**src/rtl/mem_bneck_ctrl.sv**
```systemverilog
// Single-port arbiter/sequencer for the 16-lane bottleneck feature-map memory.
// Optional stall counters are enabled by defining MEM_BNECK_CTRL_PERF_EN.
module mem_bneck_ctrl #(
    parameter int BITSIZE    = 16,
    parameter int HEIGHT     = 12544,
    parameter int RD_LATENCY = 1
) (
    input  logic                    clk,
    input  logic                    rst,
    input  logic                    cfg_start,
    input  logic [13:0]             cfg_pixels,
    output logic                    busy,
    output logic                    done,
    output logic                    cfg_err,
    input  logic                    wr_valid,
    output logic                    wr_ready,
    input  logic [BITSIZE*16-1:0]   wr_data,
    input  logic                    rd_req,
    output logic                    rd_gnt,
    output logic                    rd_data_valid,
    output logic [BITSIZE*16-1:0]   rd_data,
    output logic [13:0]             mem_index,
    output logic                    mem_en,
    output logic                    mem_rd,
    output logic                    mem_wr,
    output logic [BITSIZE*16-1:0]   mem_data_in,
    input  logic [BITSIZE*16-1:0]   mem_data_out
`ifdef MEM_BNECK_CTRL_PERF_EN
    ,
    output logic [15:0]             perf_wr_stall,
    output logic [15:0]             perf_rd_stall
`endif
);

    typedef enum logic [1:0] {S_IDLE, S_RUN, S_DRAIN} state_t;

    localparam logic [13:0] MAX_PIX = 14'(HEIGHT);

    state_t                  state, state_nx;
    logic [13:0]             npix, wr_cnt, rd_cnt, idx_q;
    logic                    prio_rd, err_q;
    logic [RD_LATENCY-1:0]   vpipe;

    logic in_run, wr_elig, rd_elig, wr_gnt, rd_gnt_i, cfg_ok, start_ok;

    assign in_run   = (state == S_RUN);
    assign wr_elig  = in_run && wr_valid && (wr_cnt < npix);
    // Compare against the write count at cycle start: no same-cycle bypass.
    assign rd_elig  = in_run && rd_req && (rd_cnt < wr_cnt);
    assign wr_gnt   = wr_elig && (!rd_elig || !prio_rd);
    assign rd_gnt_i = rd_elig && (!wr_elig || prio_rd);
    assign cfg_ok   = (cfg_pixels != 14'd0) && (cfg_pixels <= MAX_PIX);
    assign start_ok = (state == S_IDLE) && cfg_start && cfg_ok;

    assign busy          = (state != S_IDLE);
    assign cfg_err       = err_q;
    assign wr_ready      = wr_gnt;
    assign rd_gnt        = rd_gnt_i;
    assign mem_en        = wr_gnt || rd_gnt_i;
    assign mem_wr        = wr_gnt;
    assign mem_rd        = rd_gnt_i;
    assign mem_index     = wr_gnt ? wr_cnt : (rd_gnt_i ? rd_cnt : idx_q);
    assign mem_data_in   = wr_gnt ? wr_data : '0;
    assign rd_data_valid = vpipe[RD_LATENCY-1];
    assign rd_data       = rd_data_valid ? mem_data_out : '0;

    always_comb begin
        // NOTE: every output of this block gets a default first so no latch is inferred.
        state_nx = state;
        done     = 1'b0;
        case (state)
            S_IDLE:  if (start_ok) state_nx = S_RUN;
            S_RUN:   if (wr_cnt == npix && rd_cnt == npix) state_nx = S_DRAIN;
            S_DRAIN: if (vpipe == '0) begin
                done     = 1'b1;
                state_nx = S_IDLE;
            end
            default: state_nx = S_IDLE;
        endcase
    end

    always_ff @(posedge clk or negedge rst) begin
        if (!rst) begin
            state   <= S_IDLE;
            npix    <= '0;
            wr_cnt  <= '0;
            rd_cnt  <= '0;
            idx_q   <= '0;
            prio_rd <= 1'b0;
            err_q   <= 1'b0;
            vpipe   <= '0;
        end else begin
            // NOTE: non-blocking assignments so every register sees pre-edge values.
            state <= state_nx;
            err_q <= (state == S_IDLE) && cfg_start && !cfg_ok;
            vpipe <= (vpipe << 1) | RD_LATENCY'(rd_gnt_i);
            if (mem_en) idx_q <= mem_index;
            if (start_ok) begin
                npix    <= cfg_pixels;
                wr_cnt  <= '0;
                rd_cnt  <= '0;
                prio_rd <= 1'b0;
            end else begin
                if (wr_gnt)   wr_cnt <= wr_cnt + 14'd1;
                if (rd_gnt_i) rd_cnt <= rd_cnt + 14'd1;
                // Only contested cycles move the round-robin pointer.
                if (wr_elig && rd_elig) prio_rd <= wr_gnt;
            end
        end
    end

`ifdef MEM_BNECK_CTRL_PERF_EN
    logic wr_stall, rd_stall;

    assign wr_stall = wr_elig && !wr_gnt;
    assign rd_stall = in_run && rd_req && (rd_cnt < npix) && !rd_gnt_i;

    always_ff @(posedge clk or negedge rst) begin
        if (!rst) begin
            perf_wr_stall <= '0;
            perf_rd_stall <= '0;
        end else if (start_ok) begin
            perf_wr_stall <= '0;
            perf_rd_stall <= '0;
        end else begin
            if (wr_stall && perf_wr_stall != 16'hFFFF) perf_wr_stall <= perf_wr_stall + 16'd1;
            if (rd_stall && perf_rd_stall != 16'hFFFF) perf_rd_stall <= perf_rd_stall + 16'd1;
        end
    end
`endif

endmodule

```
**config.mk**
```make
export PLATFORM = sky130hd
export DESIGN_NAME = mem_bneck_ctrl
export DESIGN_NICKNAME = d
export VERILOG_FILES = /design/src/rtl/mem_bneck_ctrl.sv
export SDC_FILE = /design/constraint.sdc
export NUM_CORES = 1
export LEC_CHECK = 0
export ABC_AREA = 1
export BUFFER_PORTS_ARGS = -buffer_cell sky130_fd_sc_hd__buf_2
export CAP_MARGIN = 20
export CELL_PAD_IN_SITES_DETAIL_PLACEMENT = 2
export CELL_PAD_IN_SITES_GLOBAL_PLACEMENT = 2
export CORE_AREA = 2 2 416 418
export DETAILED_ROUTE_END_ITERATION = 6
export DIE_AREA = 0 0 418 420
export GPL_TIMING_DRIVEN = 0
export HOLD_SLACK_MARGIN = 0.03
export PLACE_DENSITY = 0.47
export SKIP_LAST_GASP = 1
export SYNTH_ARGS = -nofsm -noshare
export SYNTH_HDL_FRONTEND = slang
export SYNTH_SLANG_ARGS = --single-unit
```
**constraint.sdc**
```tcl
create_clock -name clk -period 3 [get_ports clk]
set_input_delay 0.45 -clock clk [delete_from_list [all_inputs] [get_ports clk]]
set_output_delay 0.45 -clock clk [all_outputs]
set_load 0.01 [all_outputs]
```
==> qor.txt, run 1 <==
Tightest Pin Transition: 0.685 ns
Drt initial violations: 684
Sequential fraction of the synthesis area: 16.5%
Number of global-route vias before repair: 16100
Register bit total from synthesis: 61
Startpoint Class: register
Distinct cells, synth: 28
Final #Nets: 3454
Final ANT Viol Nets: 0
Worst Hold Depth: 3
CP bufs+invs: 6
Avg Inst Size Synth: 5.39 um^2
CP peak stage delay: 0.43 ns
Clk Latency, worst-skew pair: 0.35 ns
CP endpoint kind: primary output
Min-delay worst type: input pin to register
R2R Setup Slk: 0.42 ns
FF-to-FF path depth: 16
Placer Congestion: 0.953
Setup WS post-layout: -0.112 ns
Pre-antenna DRT Iters: 5
Chip height: 420 um
Failing checks: setup timing
CP Cell Sequence: buf_12, inv_6, ha_4, nand2_2, inv_2, nand3_2, nor2_4, nand2_2, nand3_4, nand2_8, buf_12, buf_12, nor2_4, buf_6
Initial antenna violation count: 97
Slew headroom: 54.3%
Share of post-route cells with drive strength above 1: 55.7%
GRT Util Overall: 16.3%
Post-DR wirelength/cell: 29.6 um
Synth Instances: 1720
Io pins: 1066
Synth Net Count: 2280
Std cell rows: 152
Hold Path Sink: npix[6]
Worst path slowest cell: dfrtp_2
Core ar.: 171000 um^2
Hold Startpoint: cfg_pixels[6]
Synthesized cell area: 9270 um^2
Post-DP HPWL: 138000 um
R2r endpoint: wr_cnt[4]
Vias/cell: 3.04
Run status: finished, violations left
Crit path DAT: 2.66 ns
Final setup violation count: 111
Initial core utilization: 5.42%
Port bufs: 1065
# clock sinks: 61
Post-Place Setup Slack: -0.755 ns
Pleak: 0.0134 uW
Critical Path RT: 2.55 ns
Vias: 15600
CTS buffer count: 9
Largest net degree at the start of global routing: 40
Area leader, netlist: inv_1
GRT Residual Overflow: 0
Area grow syn2layout: 142%
DRT Wirelength: 152000 um
Final Hold Fails: 0
Final Util: 13.1%
Remaining DRCs: 0
Die Span X: 418 um
Most frequent CP cell: buf_12
RSZ-0062 raised after global routing: true
CTS H-tree depth: 3
Register clock-pin slew on the reported worst setup and hold paths: 0.07 ns
FMAX: 321 MHz
Synth top area cells: inv_1 (24%), dfrtp_1 (16%), nand2_1 (16%)
Final Critical Period: 3.11 ns
Power per cell area: 636 nW/um^2
Period utilisation layout: 104%
Die footprint: 176000 um^2
Clk Tree Root Cell: clkbuf_16
Top cell type's share of synthesized area: 24.0%
Max cap viols: 0
First-pass GRT wire length: 183000 um
Worst-path fanout max: 5
Worst VDD drop: 0.000238 V
Largest delay share family, worst path: simple AND/OR/NAND/NOR gates
Yosys synthesis warning count: 0
Setup CP Type: register to primary output
Slew Limit Fails: 0
FF-to-FF Start: wr_cnt[3]
Final clock skew: 0.0107 ns
Fillcell total: 20500
TritonCTS clock tree: yes
Clock Path Buffers: 2
==> repair_timing <==
action	CTS	global route
hold buffers	1	0
gates resized for setup	542	339
endpoints found under the hold margin	22	0
setup endpoints to repair	512	277
buffers inserted	62	19
pin swaps	38	45
cloned	14	11
==> cells by family (layout without fill, tap and decap cells) <==
family                     Yosys count  after routing  synth area share, %
and+or+nand+nor                    877            878                 43.6
AOI/OAI and AO/OA                   32             32                 1.77
xor gates and xnor gates            28             28                 2.65
adders and majority gates           29             29                 3.91
DFF                                 61             61                 16.5
other                                0             15                    0
buffers and inverters              693           1871                 31.6
==> final cells by class <==
class                      count  area, um^2  share of cell area, %
antenna                       15        37.5                  0.167
buffer                        90         873                   3.89
clock buffer                  11         253                   1.13
clock inverter                 5        58.8                  0.262
inverter                     599        2280                   10.2
multi-input combinational    967        6530                   29.1
sequential                    61        1550                   6.91
tap                         2233        2790                   12.5
timing repair buffer        1166        8060                   35.9
==> worst register-to-register path, stage by stage, from the launching register on <==
cell     delay, ns
dfrtp_2       0.46
inv_2         0.11
ha_4          0.21
nand2_1       0.06
nand2_1       0.07
a21oi_2       0.18
nand2_2       0.07
nand2_2       0.10
nand3_4       0.13
buf_6         0.15
buf_8         0.13
nand2_8       0.14
buf_4         0.18
buf_4         0.12
buf_2         0.22
nand3_1       0.11
nand2_1       0.09
==> how the worst max path moves through the flow <==
stage	start	to	depth (start not counted)
2_1_floorplan	wr_cnt[13]	rd_gnt	13
3_3_place_gp	rd_data_valid	rd_data[246]	6
3_5_place_dp	wr_cnt[10]	mem_data_in[8]	12
4_1_cts	wr_cnt[10]	mem_data_in[19]	14
5_1_grt	wr_cnt[7]	mem_data_in[19]	14
6_report	wr_cnt[8]	mem_data_in[5]	14
==> cell usage after synthesis (all sizes together) <==
master	count
inv	597
nand2	402
nor2	317
nand3	123
dfrtp	61
buf	52
clkbuf	42
nand4	31
ha	29
xor2	24
a21oi	18
o21ai	12
xnor2	4
nor3	3
clkinv	2
a21boi	1
nand3b	1
o22ai	1
==> layout by cell type, fill, tap and decap left out, types with 2 or more instances in the layout <==
| master | count |
|---|---|
| clkbuf_8 | 3 |
| nor3_1 | 3 |
| nand3_2 | 12 |
| buf_4 | 88 |
| buf_12 | 34 |
| a21oi_1 | 12 |
| nand4_1 | 31 |
| nand3_1 | 110 |
| buf_2 | 838 |
| inv_2 | 25 |
| clkbuf_2 | 2 |
| clkinvlp_4 | 3 |
| clkbuf_4 | 2 |
| nor2_4 | 209 |
| nand2_1 | 375 |
| clkbuf_16 | 20 |
| diode_2 | 15 |
| dfrtp_1 | 42 |
| inv_1 | 568 |
| nand2_8 | 2 |
| buf_1 | 5 |
| o21ai_0 | 12 |
| clkinv_4 | 2 |
| dfrtp_2 | 19 |
| nor2_2 | 57 |
| buf_8 | 9 |
| nand2_4 | 5 |
| buf_16 | 13 |
| nand2_2 | 21 |
| ha_4 | 23 |
| xnor2_1 | 4 |
| ha_1 | 6 |
| nor2_1 | 51 |
| buf_6 | 214 |
| xor2_1 | 24 |
| clkbuf_1 | 37 |
| a21oi_2 | 5 |
==> power breakdown <==
part	switching, uW	internal, uW
Clock	455	690
Sequential	175	933
Combinational	7330	4680
==> metrics by stage <==
step | total power (uW) | hold WS [ns] | area (um^2) | setup TNS (ns) | std cells
floorplan | 4820 | 0.154 | 9270 | 0 | 1720
global placement | 9940 | 0.477 | 17400 | -96.89 | 5018
detailed placement | 9990 | 0.395 | 17400 | -97.35 | 5019
CTS | 13500 | 0.380 | 20700 | -11.71 | 5110
global route | 15100 | 0.415 | 22400 | -27.86 | 5133
finish | 14300 | 0.389 | 22400 | -3.37 | 5147
==> sequential cells by signal, indices dropped and copies added, names as in the netlist <==
signal and cells:
wr_cnt 14, npix 14, prio_rd 1, state 2, idx_q 14, rd_data_valid 1
cfg_err 1, rd_cnt 14
==> per-layer routing <==
layer / share of wire (%) / vias up / routed length (um) / GRT usage, %
li1: - / 7125 / - / -
met1: 40 / 7544 / 60900 / 19.2
met2: 49 / 738 / 74100 / 27.9
met3: 9.0 / 190 / 13600 / 6.18
met4: 2.4 / 34 / 3590 / 3.48
met5: 0.14 / - / 219 / 0
Note: power is estimated with default switching activity, not from simulation.
==> inputs of run 2 (changes only) <==
CTS_CLUSTER_DIAMETER = 30   (was not set)
GPL_TIMING_DRIVEN = 1   (was 0)
==> run 2 against run 1 <==
Die area unchanged. Clock-buffer cell count is 2 lower. The run still ends with setup timing left. Global-route usage shrank 0.59 points. Largest cell class unchanged. Clock power fell by 3%. Clock skew grew 0.0011 ns. Wire length fell by 3.6%. Power shrank 11%. Worst hold slack lost 0.18 ns. Combinational power down 13%.
==> qor.txt, run 2 (synthesis gave the netlist of run 1 again) <==
Run status: finished, violations left
Failing checks: setup timing
Startpoint Class: register
Tightest Pin Transition: 0.889 ns
Final Critical Period: 3.03 ns
FMAX: 330 MHz
Number of global-route vias before repair: 15700
Worst-path fanout max: 7
Power per cell area: 607 nW/um^2
Placed Cells: 5013
Chip height: 420 um
DRT Wirelength: 147000 um
TritonCTS clock tree: yes
Min-delay worst type: input pin to asynchronous set/reset pin
CTS H-tree depth: 3
Area occupied by multi-input gates: 5900 um^2
Std cell rows: 152
Clk Tree Root Cell: clkbuf_16
Hold Slack: 0.211 ns
Slew headroom: 40.7%
CTS buffer count: 9
Crit path DAT: 2.58 ns
Pre-antenna DRT Iters: 4
Post-DP HPWL: 135000 um
Io pins: 1066
Initial antenna violation count: 137
Max cap viols: 0
Worst VDD drop: 0.000271 V
Final setup violation count: 6
GRT Residual Overflow: 0
Placer Congestion: 0.885
Share of post-route cells with drive strength above 1: 55.5%
Clk Latency, worst-skew pair: 0.35 ns
Die footprint: 176000 um^2
RSZ-0062 raised after global routing: true
FF/Latch Area: 1540 um^2
Largest net degree at the start of global routing: 82
Core ar.: 171000 um^2
Final #Nets: 3410
Remaining DRCs: 0
GRT Util Overall: 15.7%
Clock Path Buffers: 2
Critical Path RT: 2.55 ns
Final Hold Fails: 0
Period utilisation layout: 101%
Most common cell after layout, fill and taps aside: buf_2
Area grow syn2layout: 125%
Setup CP Type: register to primary output
Vias: 15400
First-pass GRT wire length: 177000 um
Die Span X: 418 um
Setup TNS: -0.0590 ns
Post-Place Setup Slack: -0.0724 ns
FF-to-FF path depth: 16
Register clock-pin slew on the reported worst setup and hold paths: 0.06 ns
Final clock skew: 0.0118 ns
Final ANT Viol Nets: 0
Port bufs: 1065
Slew Limit Fails: 0
Vias/cell: 3.01
Setup WS post-layout: -0.0272 ns
R2R Setup Slk: 0.68 ns
# clock sinks: 61
Initial core utilization: 5.42%
Post-DR wirelength/cell: 28.7 um
Commonest non-fill, non-tap cells in the layout: buf_2 (924), inv_1 (566), nand2_1 (370)
Fillcell total: 20700
CP endpoint kind: primary output
Pleak: 0.0131 uW
Drt initial violations: 545
Post-Layout Cell Count: 5114
run 2: changes by cell type in the layout (fill, tap and decap cells not counted), moves of 37 or more:
cell,previous run,this run
buf_6,214,96
nor2_4,209,91
clkbuf_1,37,0
buf_4,88,128
nor2_2,57,139
buf_2,838,924
run 2: worst max-delay path: stages, from the launching register on:
cell and delay [ns]:
dfrtp_1 0.41, buf_6 0.14, ha_4 0.22, nand2_4 0.07, inv_2 0.04, nand2_2 0.06
nand3_2 0.07, inv_2 0.07, nand2_2 0.06, nor2_4 0.19, nand2_8 0.13, buf_16 0.18
buf_12 0.16, clkbuf_16 0.17, nor2_4 0.13, buf_12 0.11
run 2: worst paths after layout:
check,from,end
worst max register to register,wr_cnt[13],wr_cnt[5]
worst min register to register,npix[11],npix[11]
worst min-delay path,rst,rd_cnt[1]
worst max-delay path,wr_cnt[13],mem_data_in[52]
max in group asynchronous,rst,wr_cnt[7]
min in group clk,cfg_start,cfg_err
run 2: stage by stage:
stage               util [%]  area (um^2)  power (uW)
floorplan                  -         9270        4820
global placement        10.4        17800        9860
detailed placement      10.4        17800        9920
CTS                     11.2        19200       11900
global route            12.2        20800       13600
finish                  12.2        20800       12600
run 2: report_power, final:
part           internal, uW  switching (uW)
clock network           645             461
logic                  3990            6400
registers               932             201
run 2: layout make-up:
type,instances,share of cell area (%)
clock buffer,9,1.08
sequential,61,7.41
inverter,599,10.8
antenna,26,0.312
timing repair buffer,1212,38.3
clock inverter,7,0.354
tap,2233,13.4
multi-input combinational,967,28.3
run 2: repair_timing:
item	4_1_cts	5_1_grt
pin swaps	10	36
buffers inserted	28	22
setup endpoints to repair	272	274
hold buffers	0	0
cloned	6	9
endpoints found under the hold margin	0	0
gates resized for setup	174	350
run 2: layer usage:
| layer | up-vias | track usage (%) | share of wire, % | wire (um) |
|---|---|---|---|---|
| met5 | - | 0 | 0.39 | 570 |
| met4 | 90 | 2.53 | 1.8 | 2710 |
| met3 | 231 | 10.3 | 14 | 20900 |
| met2 | 705 | 26.9 | 49 | 71400 |
| met1 | 7305 | 16.2 | 35 | 51300 |
| li1 | 7050 | - | - | - |
==> inputs of run 3 (changes only) <==
CAP_MARGIN = 25   (was 20)
PLACE_DENSITY = 0.5   (was 0.47)
==> run 3 against run 2 <==
The run still ends with setup timing left. Cell area down 1.7%. Power fell by 1.3%. First-iteration DRC count decreased by 3.1%. Clock-buffer cell count increased by 2. Wire length is 0.70% lower. Worst hold slack better by 0.14 ns. Fmax decreased by 2.1%.
==> qor.txt, run 3 (synthesis gave the netlist of run 1 again) <==
Run status: finished, violations left
Failing checks: setup timing
Initial antenna violation count: 148
Post-Place Setup Slack: -0.0774 ns
DRT Wirelength: 146000 um
FF-to-FF path depth: 16
Slew Limit Fails: 0
Critical Path RT: 2.55 ns
Final Critical Period: 3.09 ns
Routed wl met2: 72700 um
Initial core utilization: 5.42%
Die footprint: 176000 um^2
FMAX: 323 MHz
Post-DP HPWL: 134000 um
Post-DR wirelength/cell: 28.6 um
Port bufs: 1065
Most common cell after layout, fill and taps aside: buf_2
Final #Nets: 3412
Register clock-pin slew on the reported worst setup and hold paths: 0.07 ns
Share of post-route cells with drive strength above 1: 54.2%
Placer Congestion: 0.841
First-pass GRT wire length: 176000 um
TritonCTS clock tree: yes
Worst VDD drop: 0.000329 V
Dpl cell area: 17600 um^2
CTS buffer count: 9
Vias: 15400
Crit path launch: wr_cnt[3]
Setup WS post-layout: -0.0926 ns
Final Hold Fails: 0
Largest net degree at the start of global routing: 84
Metal3 WL: 20500 um
Std cell rows: 152
Last element of the critical path: mem_data_in[177]
Pleak: 0.0131 uW
Setup TNS: -3.67 ns
Number of global-route vias before repair: 16100
Crit path DAT: 2.64 ns
Final ANT Viol Nets: 0
Area grow syn2layout: 121%
Core ar.: 171000 um^2
RSZ-0062 raised after global routing: true
WL met1: 49300 um
Final setup violation count: 124
Fin area: 20500 um^2
Chip height: 420 um
Final clock skew: 0.0108 ns
CP endpoint kind: primary output
GRT Residual Overflow: 0
Worst path slowest cell: dfrtp_2
Clock Path Buffers: 2
Fillcell total: 20800
Clk Tree Root Cell: clkbuf_16
R2r endpoint: wr_cnt[5]
Max cap viols: 0
Remaining DRCs: 0
Commonest non-fill, non-tap cells in the layout: buf_2 (965), inv_1 (579), nand2_1 (386)
FF-to-FF Start: wr_cnt[1]
Tightest Pin Transition: 0.725 ns
Startpoint Class: register
CTS H-tree depth: 3
Slew headroom: 51.7%
Min-delay worst type: input pin to register
Vias/cell: 3.02
Top routing layer in use: met5
Pre-antenna DRT Iters: 4
Worst-path fanout max: 7
Io pins: 1066
Clk Latency, worst-skew pair: 0.36 ns
Drt initial violations: 528
Die Span X: 418 um
CP peak stage delay: 0.50 ns
CP Cell Sequence: ha_4, nand2_2, nand2_2, nand2_2, nand2_2, nor2_4, nor2_4, nor2_4, nand2_8, buf_12, buf_12, buf_12, buf_16, nor2_4, buf_6
R2R Setup Slk: 0.62 ns
Setup CP Type: register to primary output
GRT Util Overall: 15.6%
Period utilisation layout: 103%
Power per cell area: 609 nW/um^2
# clock sinks: 61
==> run 3: cell count changes in the layout (fill, tap and decap cells not counted), sizes merged <==
cell,before,now
buf,1195,1205
diode,26,17
clkbuf,24,19
clkinvlp,5,3
inv,599,597
bufbuf,2,1
bufinv,1,2
clkinv,1,2
dlygate4sd3,0,1
nand2,403,402
==> run 3: through the flow <==
stage	hold WS (ns)	total power, uW	instances	util, %
3_5_place_dp	0.299	9640	5006	10.3
5_1_grt	0.381	13400	5102	12.0
6_report	0.353	12500	5107	12.0
3_3_place_gp	0.297	9570	5006	10.3
4_1_cts	0.348	11900	5060	11.3
2_1_floorplan	0.154	4820	1720	-
==> run 3: cell type report <==
class / count / area [um^2] / share of cell area, %
repair buffers: 1215 / 7870 / 38.4
multi-input cells: 966 / 5650 / 27.6
well taps: 2233 / 2790 / 13.6
inverters: 599 / 2250 / 11.0
flip-flops and latches: 61 / 1540 / 7.54
clock buffers: 11 / 243 / 1.19
clock inverters: 5 / 83.8 / 0.409
diodes: 17 / 42.5 / 0.208
==> run 3: repair_timing <==
item,in CTS,in global routing
endpoints found under the setup margin,274,274
resized for setup,232,177
buffers inserted,30,24
hold endpoints to repair,4,0
hold buffers,1,0
pin swaps,8,15
gates cloned,8,10
==> run 3: routing by layer <==
metal	vias up	track usage [%]
met2	753	27.4
met5	-	0
li1	7033	-
met4	86	2.68
met1	7262	15.5
met3	269	9.98
==> run 3: worst min path at each step <==
| stage | from | cells past startpoint | slack (ns) | endpoint |
|---|---|---|---|---|
| 2_1_floorplan | rst | 0 | 0.15 | cfg_err |
| 3_3_place_gp | rst | 1 | 0.30 | npix[2] |
| 3_5_place_dp | rst | 1 | 0.30 | npix[2] |
| 4_1_cts | cfg_pixels[0] | 3 | 0.35 | npix[0] |
| 5_1_grt | cfg_pixels[0] | 3 | 0.38 | npix[0] |
| 6_report | cfg_pixels[0] | 3 | 0.35 | npix[0] |
==> run 3: power by group <==
group          leakage, uW  switching, uW  internal [uW]
combinational       0.0122           6260           3820
sequential        0.000767            252            932
clock             0.000152            456            753
==> run 3: critical path, delay by kind of cell, from the launching register on <==
family                   cells  cell delay [ns]
adder cells (fa/ha/maj)      1             0.28
buffers and inverters        5             0.69
flip-flops                   1             0.50
AND/OR/NAND/NOR              9             0.78
